### config.mk
export PLATFORM = sky130hd
export DESIGN_NAME = clock_sequencer
export DESIGN_NICKNAME = d
export VERILOG_FILES = /design/src/rtl/clock_sequencer.sv
export SDC_FILE = /design/constraint.sdc
export NUM_CORES = 1
export LEC_CHECK = 0
export CORE_MARGIN = 2
export CORE_UTILIZATION = 60
export DETAILED_ROUTE_END_ITERATION = 6
export MAX_ROUTING_LAYER = met4
export PLACE_DENSITY = 0.9
export SYNTH_ARGS = -nofsm -noshare
export SYNTH_HDL_FRONTEND = slang
export SYNTH_SLANG_ARGS = --single-unit
### constraint.sdc
create_clock -name raw_clk -period 4.15 [get_ports raw_clk]
set_input_delay 0.6225 -clock raw_clk [delete_from_list [all_inputs] [get_ports raw_clk]]
set_output_delay 0.6225 -clock raw_clk [all_outputs]
set_load 0.005 [all_outputs]
### src/rtl/clock_sequencer.sv
// clock_sequencer
//   Derives the slow CPU clock `clk` and NUM_PH one-cycle phase strobes `pclk`
//   from the board clock `raw_clk`. The sequencer runs free (auto), follows a
//   debounced push-button (manual), runs exactly one period per button press
//   (step) or freezes mid-period (halt). The slot length is programmable at
//   runtime and only changes on a period boundary.
//
//   Optional build macro: CLKSEQ_STALL_EN adds a `stall` input that holds the
//   sequencer on the last cycle of the last slot (wait-states).
//
// Ports
//   raw_clk    in   sole clock
//   rst_n      in   asynchronous active-low reset
//   mode       in   00 auto, 01 manual, 10 step, 11 halt
//   manual_clk in   asynchronous button level (synchronised + debounced)
//   step_req   in   asynchronous step button, rising edge requests one period
//   div_load   in   capture div_val as the pending slot length
//   div_val    in   new slot length (0 is treated as 1)
//   stall      in   (CLKSEQ_STALL_EN only) extend the period at its last cycle
//   clk        out  processor clock
//   pclk       out  phase strobes, pclk[k] high on the first cycle of slot k
//   tick       out  strobe coincident with each clk rise
//   busy       out  high while a period is in progress
module clock_sequencer #(
    parameter int               CNT_W       = 32,
    parameter logic [CNT_W-1:0] DIV_DEFAULT = 'h003C_FC20,
    parameter int               NUM_PH      = 4,
    parameter logic [15:0]      DB_CYCLES   = 16'd50000
) (
    input  logic              raw_clk,
    input  logic              rst_n,
    input  logic [1:0]        mode,
    input  logic              manual_clk,
    input  logic              step_req,
    input  logic              div_load,
    input  logic [CNT_W-1:0]  div_val,
`ifdef CLKSEQ_STALL_EN
    input  logic              stall,
`endif
    output logic              clk,
    output logic [NUM_PH-1:0] pclk,
    output logic              tick,
    output logic              busy
);

    localparam int             PW     = $clog2(NUM_PH);
    localparam logic [PW-1:0]  P_LAST = PW'(NUM_PH - 1);
    localparam logic [PW-1:0]  P_HALF = PW'(NUM_PH / 2);

    localparam logic [1:0] M_AUTO   = 2'b00;
    localparam logic [1:0] M_MANUAL = 2'b01;
    localparam logic [1:0] M_STEP   = 2'b10;
    localparam logic [1:0] M_HALT   = 2'b11;

    typedef enum logic [1:0] {S_IDLE, S_RUN, S_MANUAL, S_HALT} state_e;

    state_e             state_q, state_d;
    logic [PW-1:0]      p_q, p_d;
    logic [CNT_W-1:0]   s_q, s_d;
    logic [CNT_W-1:0]   div_q, div_d;
    logic [CNT_W-1:0]   pend_q, pend_d;
    logic               pend_vld_q, pend_vld_d;
    logic               ms1_q, ms1_d, ms2_q, ms2_d;
    logic               deb_q, deb_d;
    logic [15:0]        db_cnt_q, db_cnt_d;
    logic               ss1_q, ss1_d, ss2_q, ss2_d, ss3_q, ss3_d;
    logic               clk_q, clk_d;
    logic [NUM_PH-1:0]  pclk_q, pclk_d;
    logic               tick_q, tick_d;
    logic               busy_q, busy_d;

    logic               step_rise;
    logic [CNT_W-1:0]   div_in, pend_val;
    logic               pend_has, apply_div;
    logic               slot_end, wrap, stall_hold, run_n;

    always_comb begin
        state_d    = state_q;
        p_d        = p_q;
        s_d        = s_q;
        div_d      = div_q;
        pend_d     = pend_q;
        pend_vld_d = pend_vld_q;
        apply_div  = 1'b0;

        // Two-flop synchronisers; a third step flop gives the edge detect.
        ms1_d = manual_clk;
        ms2_d = ms1_q;
        ss1_d = step_req;
        ss2_d = ss1_q;
        ss3_d = ss2_q;
        step_rise = ss2_q & ~ss3_q;

        // Debounce: count consecutive samples that differ from the accepted
        // level; any sample matching the accepted level restarts the count.
        deb_d    = deb_q;
        db_cnt_d = db_cnt_q;
        if (ms2_q == deb_q) begin
            db_cnt_d = '0;
        end else if (db_cnt_q == DB_CYCLES - 16'd1) begin
            deb_d    = ms2_q;
            db_cnt_d = '0;
        end else begin
            db_cnt_d = db_cnt_q + 16'd1;
        end

        // Pending divider; a load in the same cycle as a boundary is taken.
        div_in   = (div_val == '0) ? CNT_W'(1) : div_val;
        pend_val = div_load ? div_in : pend_q;
        pend_has = div_load | pend_vld_q;
        if (div_load) begin
            pend_d     = div_in;
            pend_vld_d = 1'b1;
        end

        slot_end = (s_q == div_q - CNT_W'(1));
        wrap     = slot_end && (p_q == P_LAST);
`ifdef CLKSEQ_STALL_EN
        stall_hold = stall && wrap;
`else
        stall_hold = 1'b0;
`endif

        unique case (state_q)
            S_IDLE: begin
                p_d       = '0;
                s_d       = '0;
                apply_div = 1'b1;
                unique case (mode)
                    M_AUTO:   state_d = S_RUN;
                    M_STEP:   if (step_rise) state_d = S_RUN;
                    M_MANUAL: state_d = S_MANUAL;
                    default:  state_d = S_IDLE;
                endcase
            end
            S_RUN: begin
                if (mode == M_HALT) begin
                    state_d = S_HALT;
                end else if (mode == M_MANUAL) begin
                    state_d = S_MANUAL;
                    p_d     = '0;
                    s_d     = '0;
                end else if (stall_hold) begin
                    state_d = S_RUN;
                end else if (slot_end) begin
                    s_d = '0;
                    if (p_q == P_LAST) begin
                        p_d       = '0;
                        apply_div = 1'b1;
                        if (mode != M_AUTO) state_d = S_IDLE;
                    end else begin
                        p_d = p_q + PW'(1);
                    end
                end else begin
                    s_d = s_q + CNT_W'(1);
                end
            end
            S_HALT: begin
                unique case (mode)
                    M_AUTO, M_STEP: state_d = S_RUN;
                    M_MANUAL: begin
                        state_d = S_MANUAL;
                        p_d     = '0;
                        s_d     = '0;
                    end
                    default: state_d = S_HALT;
                endcase
            end
            default: begin // S_MANUAL
                p_d = '0;
                s_d = '0;
                if (mode != M_MANUAL) state_d = S_IDLE;
            end
        endcase

        if (apply_div && pend_has) begin
            div_d      = pend_val;
            pend_vld_d = 1'b0;
        end

        // Outputs decoded from the next state so they register glitch-free
        // and line up with the state they describe.
        run_n  = (state_d == S_RUN);
        busy_d = run_n;
        if (state_d == S_MANUAL) begin
            clk_d = deb_d;
        end else begin
            clk_d = (run_n || state_d == S_HALT) && (p_d >= P_HALF);
        end
        for (int k = 0; k < NUM_PH; k++) begin
            pclk_d[k] = run_n && (p_d == PW'(k)) && (s_d == '0);
        end
        tick_d = (run_n && (p_d == P_HALF) && (s_d == '0)) ||
                 ((state_d == S_MANUAL) && deb_d && !deb_q);
    end

    always_ff @(posedge raw_clk or negedge rst_n) begin
        if (!rst_n) begin
            state_q    <= S_IDLE;
            p_q        <= '0;
            s_q        <= '0;
            div_q      <= DIV_DEFAULT;
            pend_q     <= '0;
            pend_vld_q <= 1'b0;
            ms1_q      <= 1'b0;
            ms2_q      <= 1'b0;
            deb_q      <= 1'b0;
            db_cnt_q   <= '0;
            ss1_q      <= 1'b0;
            ss2_q      <= 1'b0;
            ss3_q      <= 1'b0;
            clk_q      <= 1'b0;
            pclk_q     <= '0;
            tick_q     <= 1'b0;
            busy_q     <= 1'b0;
        end else begin
            state_q    <= state_d;
            p_q        <= p_d;
            s_q        <= s_d;
            div_q      <= div_d;
            pend_q     <= pend_d;
            pend_vld_q <= pend_vld_d;
            ms1_q      <= ms1_d;
            ms2_q      <= ms2_d;
            deb_q      <= deb_d;
            db_cnt_q   <= db_cnt_d;
            ss1_q      <= ss1_d;
            ss2_q      <= ss2_d;
            ss3_q      <= ss3_d;
            clk_q      <= clk_d;
            pclk_q     <= pclk_d;
            tick_q     <= tick_d;
            busy_q     <= busy_d;
        end
    end

    assign clk  = clk_q;
    assign pclk = pclk_q;
    assign tick = tick_q;
    assign busy = busy_q;

endmodule
======== Word-level counts from Yosys, hierarchy flattened ========
Cells that the tools add are included.
storage, ports and cells
  flip-flop bits (word level) ............. 130
  input bits .............................. 39
  output and inout port bits .............. 7
  word-level logic and storage cells ...... 99
operators by class
  add/sub/neg operators ................... 4
  order comparisons ....................... 1
  equal/unequal tests ..................... 16
  mux-type cells .......................... 35
  bitwise logic cells ..................... 3
  reductions and logical operators ........ 23
operators with widths
  kind                                                   number
  2-to-1 mux 32 bit                                      6
  logical NOT 32 bit                                     2
  one-hot mux 32 bit (2 select lines)                    1
  adder 32 x 1 -> 32 bit, second input constant          1
  == test 32 bit                                         1
  2-to-1 mux 16 bit                                      2
  subtractor 32 x 1 -> 32 bit, second input constant     1
  2-to-1 mux 2 bit                                       12
  adder 16 x 1 -> 16 bit, second input constant          1
  == test 16 bit, second input constant                  1
  == test 2 bit, second input constant                   8
  logical AND 1 bit                                      12
  one-hot mux 2 bit (3 select lines)                     2
  2-to-1 mux 1 bit                                       9
  == test 2 x 1 -> 1 bit, second input constant          4
  one-hot mux 2 bit (2 select lines)                     2
  logical NOT 2 bit                                      3
  nonzero test 2 bit                                     2
  adder 2 x 1 -> 2 bit, second input constant            1
  >= comparator 2 bit, second input constant             1
  logical OR 1 bit                                       2
  inequality test 2 x 1 -> 1 bit, second input constant  1
  one-hot mux 1 bit (2 select lines)                     1
  OR reduction 2 bit                                     1
  5 further kinds                                        5

======== Depth between registers and ports, before layout ========
  depth in word-level cells ............... 11
  mapped depth ............................ 15

======== Worst setup path after synthesis ========
No wires, ideal clock.
  kind .................................... register to register
  start ................................... register div_q[0]
  end ..................................... register div_q[16]
  library setup time ...................... 0.125 ns
  data arrival time ....................... 3.154 ns
  slack ................................... 0.871 ns
  stages on the path, launching flop included .. 16
  path buffers ............................ 3
  period minus slack after synthesis ...... 3.279 ns
  path through ............................ dfrtp_1 inv_1 ha_1 nor4b_4 nand4_1 nor4_1 mux2i_1 and4_1 and4_1 buf_2 nand3b_1 a21oi_1 nor2b_1 buf_2 buf_6 mux2_2
between the ends
  cells in the longest elaborated chain, start to end .. 7
RTL lines
  item                                line  text
  start: declaration                  60    logic [CNT_W-1:0] div_q, div_d;
  start signal: assignment            220   div_q <= div_d;
  subtractor 32 x 1 -> 32 bit         116   slot_end = (s_q == div_q - CNT_W'(1));
  == test 32 bit                      116
  2-to-1 mux 1 bit                    145   end else if (slot_end) begin
  2-to-1 mux 1 bit                    139   end else if (mode == M_MANUAL) begin
  2-to-1 mux 1 bit                    137   if (mode == M_HALT) begin
  one-hot mux 1 bit (2 select lines)  124   unique case (state_q)
  logical AND 1 bit                   176   if (apply_div && pend_has) begin
Every way passes these cells.
A chain may end at the register's enable or synchronous reset.

======== Worst setup path in the final report ========
  start ................................... register div_q[0]
  end ..................................... register div_q[7]
The elaborated chain is that of the path after synthesis.

==> metrics.md <==
| Metric | Value |
|---|---|
| Fin util | `69.9%` |
| Layout area overhead | `14.4%` |
| Mean Syn Cell Area | `9.86 um^2` |
| Post-synth EDFFs | `0` |
| R2r setup slk | `0.28 ns` |
| Endpoints failing hold | `0` |
| Core region area | `0.0126 mm^2` |
| RSZ-0062 raised after global routing | `no` |
| FP Rows | `41` |
| Die Width | `117 um` |
| Final Net Count | `845` |
| Synth top area share | `38.8%` |
| Post-DP Area | `0.00821 mm^2` |
| Tmin final | `3.87 ns` |
| TritonCTS clock tree | `built` |
| CP endpoint kind | `flop` |
| Final Setup Violations | `0` |
| Die Y | `117 um` |
| Reg-to-reg endpoint | `div_q[7]` |
| Most frequent cells after synthesis | `dfrtp_1, mux2_2, nor2_1` |
| Routed wire length | `19.0 mm` |
| Register area share after synthesis | `42.5%` |
| Synth Flop Type | `dfrtp_1` |
| Clock buffer depth | `2` |
| Final worst-path setup slack | `0.277 ns` |
| Peak Freq | `258 MHz` |
| Leak pwr | `0.00353 uW` |
| Syn Inst Count | `779` |
| CTS Root Cell | `clkbuf_16` |
| Post-route cell area | `0.00879 mm^2` |
| Share of post-route cells with drive strength above 1 | `18.0%` |
| Skew-Pair Late Insertion Delay | `0.43 ns` |
| Via count | `6453` |
| MaxCap Viol Count | `0` |
| Final Cycle Share | `93.3%` |
| Reg clk slew, reported paths | `0.06 ns` |
| CP startpoint | `div_q[0]` |
| Tot Pwr | `3960 uW` |
| Number of detailed-route iterations in the first pass | `6` |
| Crit-path max FO | `26` |
| Inserted Diodes | `0` |
| H-tree levels | `4` |
| Die ar. | `0.0137 mm^2` |
| Hold WC Path Type | `primary input to async pin` |
| Initial DRC Count | `713` |
| CP Data Required Time | `4.46 ns` |
| Routed length per instance | `19.3 um` |
| # IOs | `46` |
| Post-Syn Area | `0.00768 mm^2` |
| Netlist cell types | `77` |
| GR Util All Layers | `30.3%` |
| Yosys reg bits | `130` |
| Ys async rst share | `100%` |
| Reg2Reg Launch Point | `div_q[0]` |
| Inserted Clock Buffers | `17` |
| Relative slew slack | `49.4%` |
| First-pass GRT wire length | `31.0 mm` |
| Setup Crit Path Kind | `flop to flop` |
| Startpoint Class | `flop` |
| Yosys top cell by area | `dfrtp_1` |
| Final Skew | `0.0112 ns` |
| DP HPWL | `12.8 mm` |
| DRC viols | `0` |
| Vias in the first global route | `6105` |
| Grt ovf | `0` |
| Initial antenna violation count | `0` |
| Cell with the most instances after synthesis | `dfrtp_1` |
| Largest net degree at the start of global routing | `73` |
| Slew of the pin with the lowest slew margin | `0.757 ns` |
| Total power divided by cell area | `450 mW/mm^2` |
| Max IR drop VDD | `302 uV` |
| Synthesized net count | `822` |
| RD Place Congestion | `0.950` |
| Status | `finished clean` |
| Vias/cell | `6.54` |
| Largest cells by area after synthesis | `dfrtp_1, mux2_2, xnor2_1` |
| Routed Antenna Nets | `0` |
| Setup Slack @ Placement | `0.280 ns` |
| Synth warnings | `0` |
| PortBufs | `45` |
| Critical Path AT | `4.18 ns` |
| Clock Sink Count | `130` |
| Setup_tns | `0 ns` |
| Initial Util | `61.1%` |
| R2R depth | `13` |
| Max-slew violations | `0` |
per-layer routing:
metal | vias up | routed length [um] | GRT usage, % | share of wire [%]
met5 | - | 0 | - | 0
met4 | 0 | 551 | 12.9 | 2.9
met3 | 65 | 1600 | 7.00 | 8.4
met2 | 348 | 9020 | 45.6 | 47
met1 | 3130 | 7880 | 39.5 | 41
li1 | 2910 | - | - | -
cell families after synthesis:
family	synth area share (%)
AND/OR/NAND/NOR	23.3
flip-flops	42.5
AO/OA/AOI/OAI	11.4
multiplexers	10.3
buffers and inverters	4.09
XOR/XNOR	7.64
adder cells (fa/ha/maj)	0.651
what timing repair did:
item | CTS | global route
setup endpoints to repair | 0 | 34
hold buffers | 0 | 0
setup buffers | 0 | 1
gates resized for setup | 0 | 0
per-stage QoR:
stage / hold WS (ns) / cells
finish: 0.256 / 987
global route: 0.327 / 987
CTS: 0.278 / 986
detailed placement: 0.342 / 954
global placement: 0.333 / 954
floorplan: 0.327 / 779
flip-flops by register name (all words and copies together), names as in the netlist, 2 cells and up:
| name | flops |
|---|---|
| p_q | 2 |
| state_q | 2 |
| div_q | 32 |
| s_q | 32 |
| pclk | 4 |
| pend_q | 32 |
| db_cnt_q | 16 |
cell type report:
type	instances	area, um^2
clock buffers	19	433
clock inverters	13	138
fillers	853	3780
inverters	14	52.6
multi-input cells	580	4110
flip-flops and latches	130	3270
well taps	172	215
repair buffers	59	578
placed cells by master, fill, tap and decap left out, types with 4 or more instances in the layout:
| master | n |
|---|---|
| dfrtp_1 | 119 |
| mux2_2 | 66 |
| nor2_1 | 60 |
| nand2_1 | 52 |
| o21ai_0 | 47 |
| clkdlybuf4s50_1 | 44 |
| xnor2_1 | 35 |
| xor2_1 | 32 |
| nor4_1 | 31 |
| nand4_1 | 27 |
| nand3_1 | 26 |
| nor3_1 | 23 |
| and3_1 | 23 |
| clkbuf_16 | 17 |
| inv_1 | 14 |
| a21oi_1 | 13 |
| buf_4 | 13 |
| and4_1 | 11 |
| o31ai_1 | 11 |
| dfstp_2 | 11 |
| nand2b_1 | 9 |
| o211ai_1 | 8 |
| and2_1 | 6 |
| or3_1 | 6 |
| nor2b_1 | 5 |
| o311ai_0 | 5 |
| mux2i_1 | 5 |
| ha_1 | 4 |
| clkinv_2 | 4 |
worst max path at each step:
| stage | cells past startpoint | endpoint | slack (ns) |
|---|---|---|---|
| 3_5_place_dp | 13 | div_q[17] | 0.28 |
| 3_3_place_gp | 13 | div_q[9] | 0.44 |
| 6_report | 13 | div_q[7] | 0.28 |
| 2_1_floorplan | 15 | div_q[16] | 0.87 |
| 4_1_cts | 13 | div_q[17] | 0.25 |
| 5_1_grt | 13 | div_q[16] | 0.01 |
critical path, cell delays in order (launching register included):
cell and delay [ns]:
dfrtp_1 0.46, inv_1 0.09, ha_1 0.23, nor4b_4 0.30, nand4_1 0.25, nor4_1 0.32
mux2i_1 0.30, and4_1 0.23, and4_1 0.42, nand3b_1 0.12, a21oi_1 0.20, nor2b_2 0.25
buf_12 0.21, mux2_2 0.35
report_power, final:
part / switching (uW) / internal, uW / leakage (uW) / total (uW)
logic: 397 / 398 / 0.00162 / 795
clock network: 577 / 882 / 0.000273 / 1460
registers: 257 / 1450 / 0.00164 / 1700
total: 1230 / 2720 / 0.00353 / 3960
(Power assumes the default switching activity.)
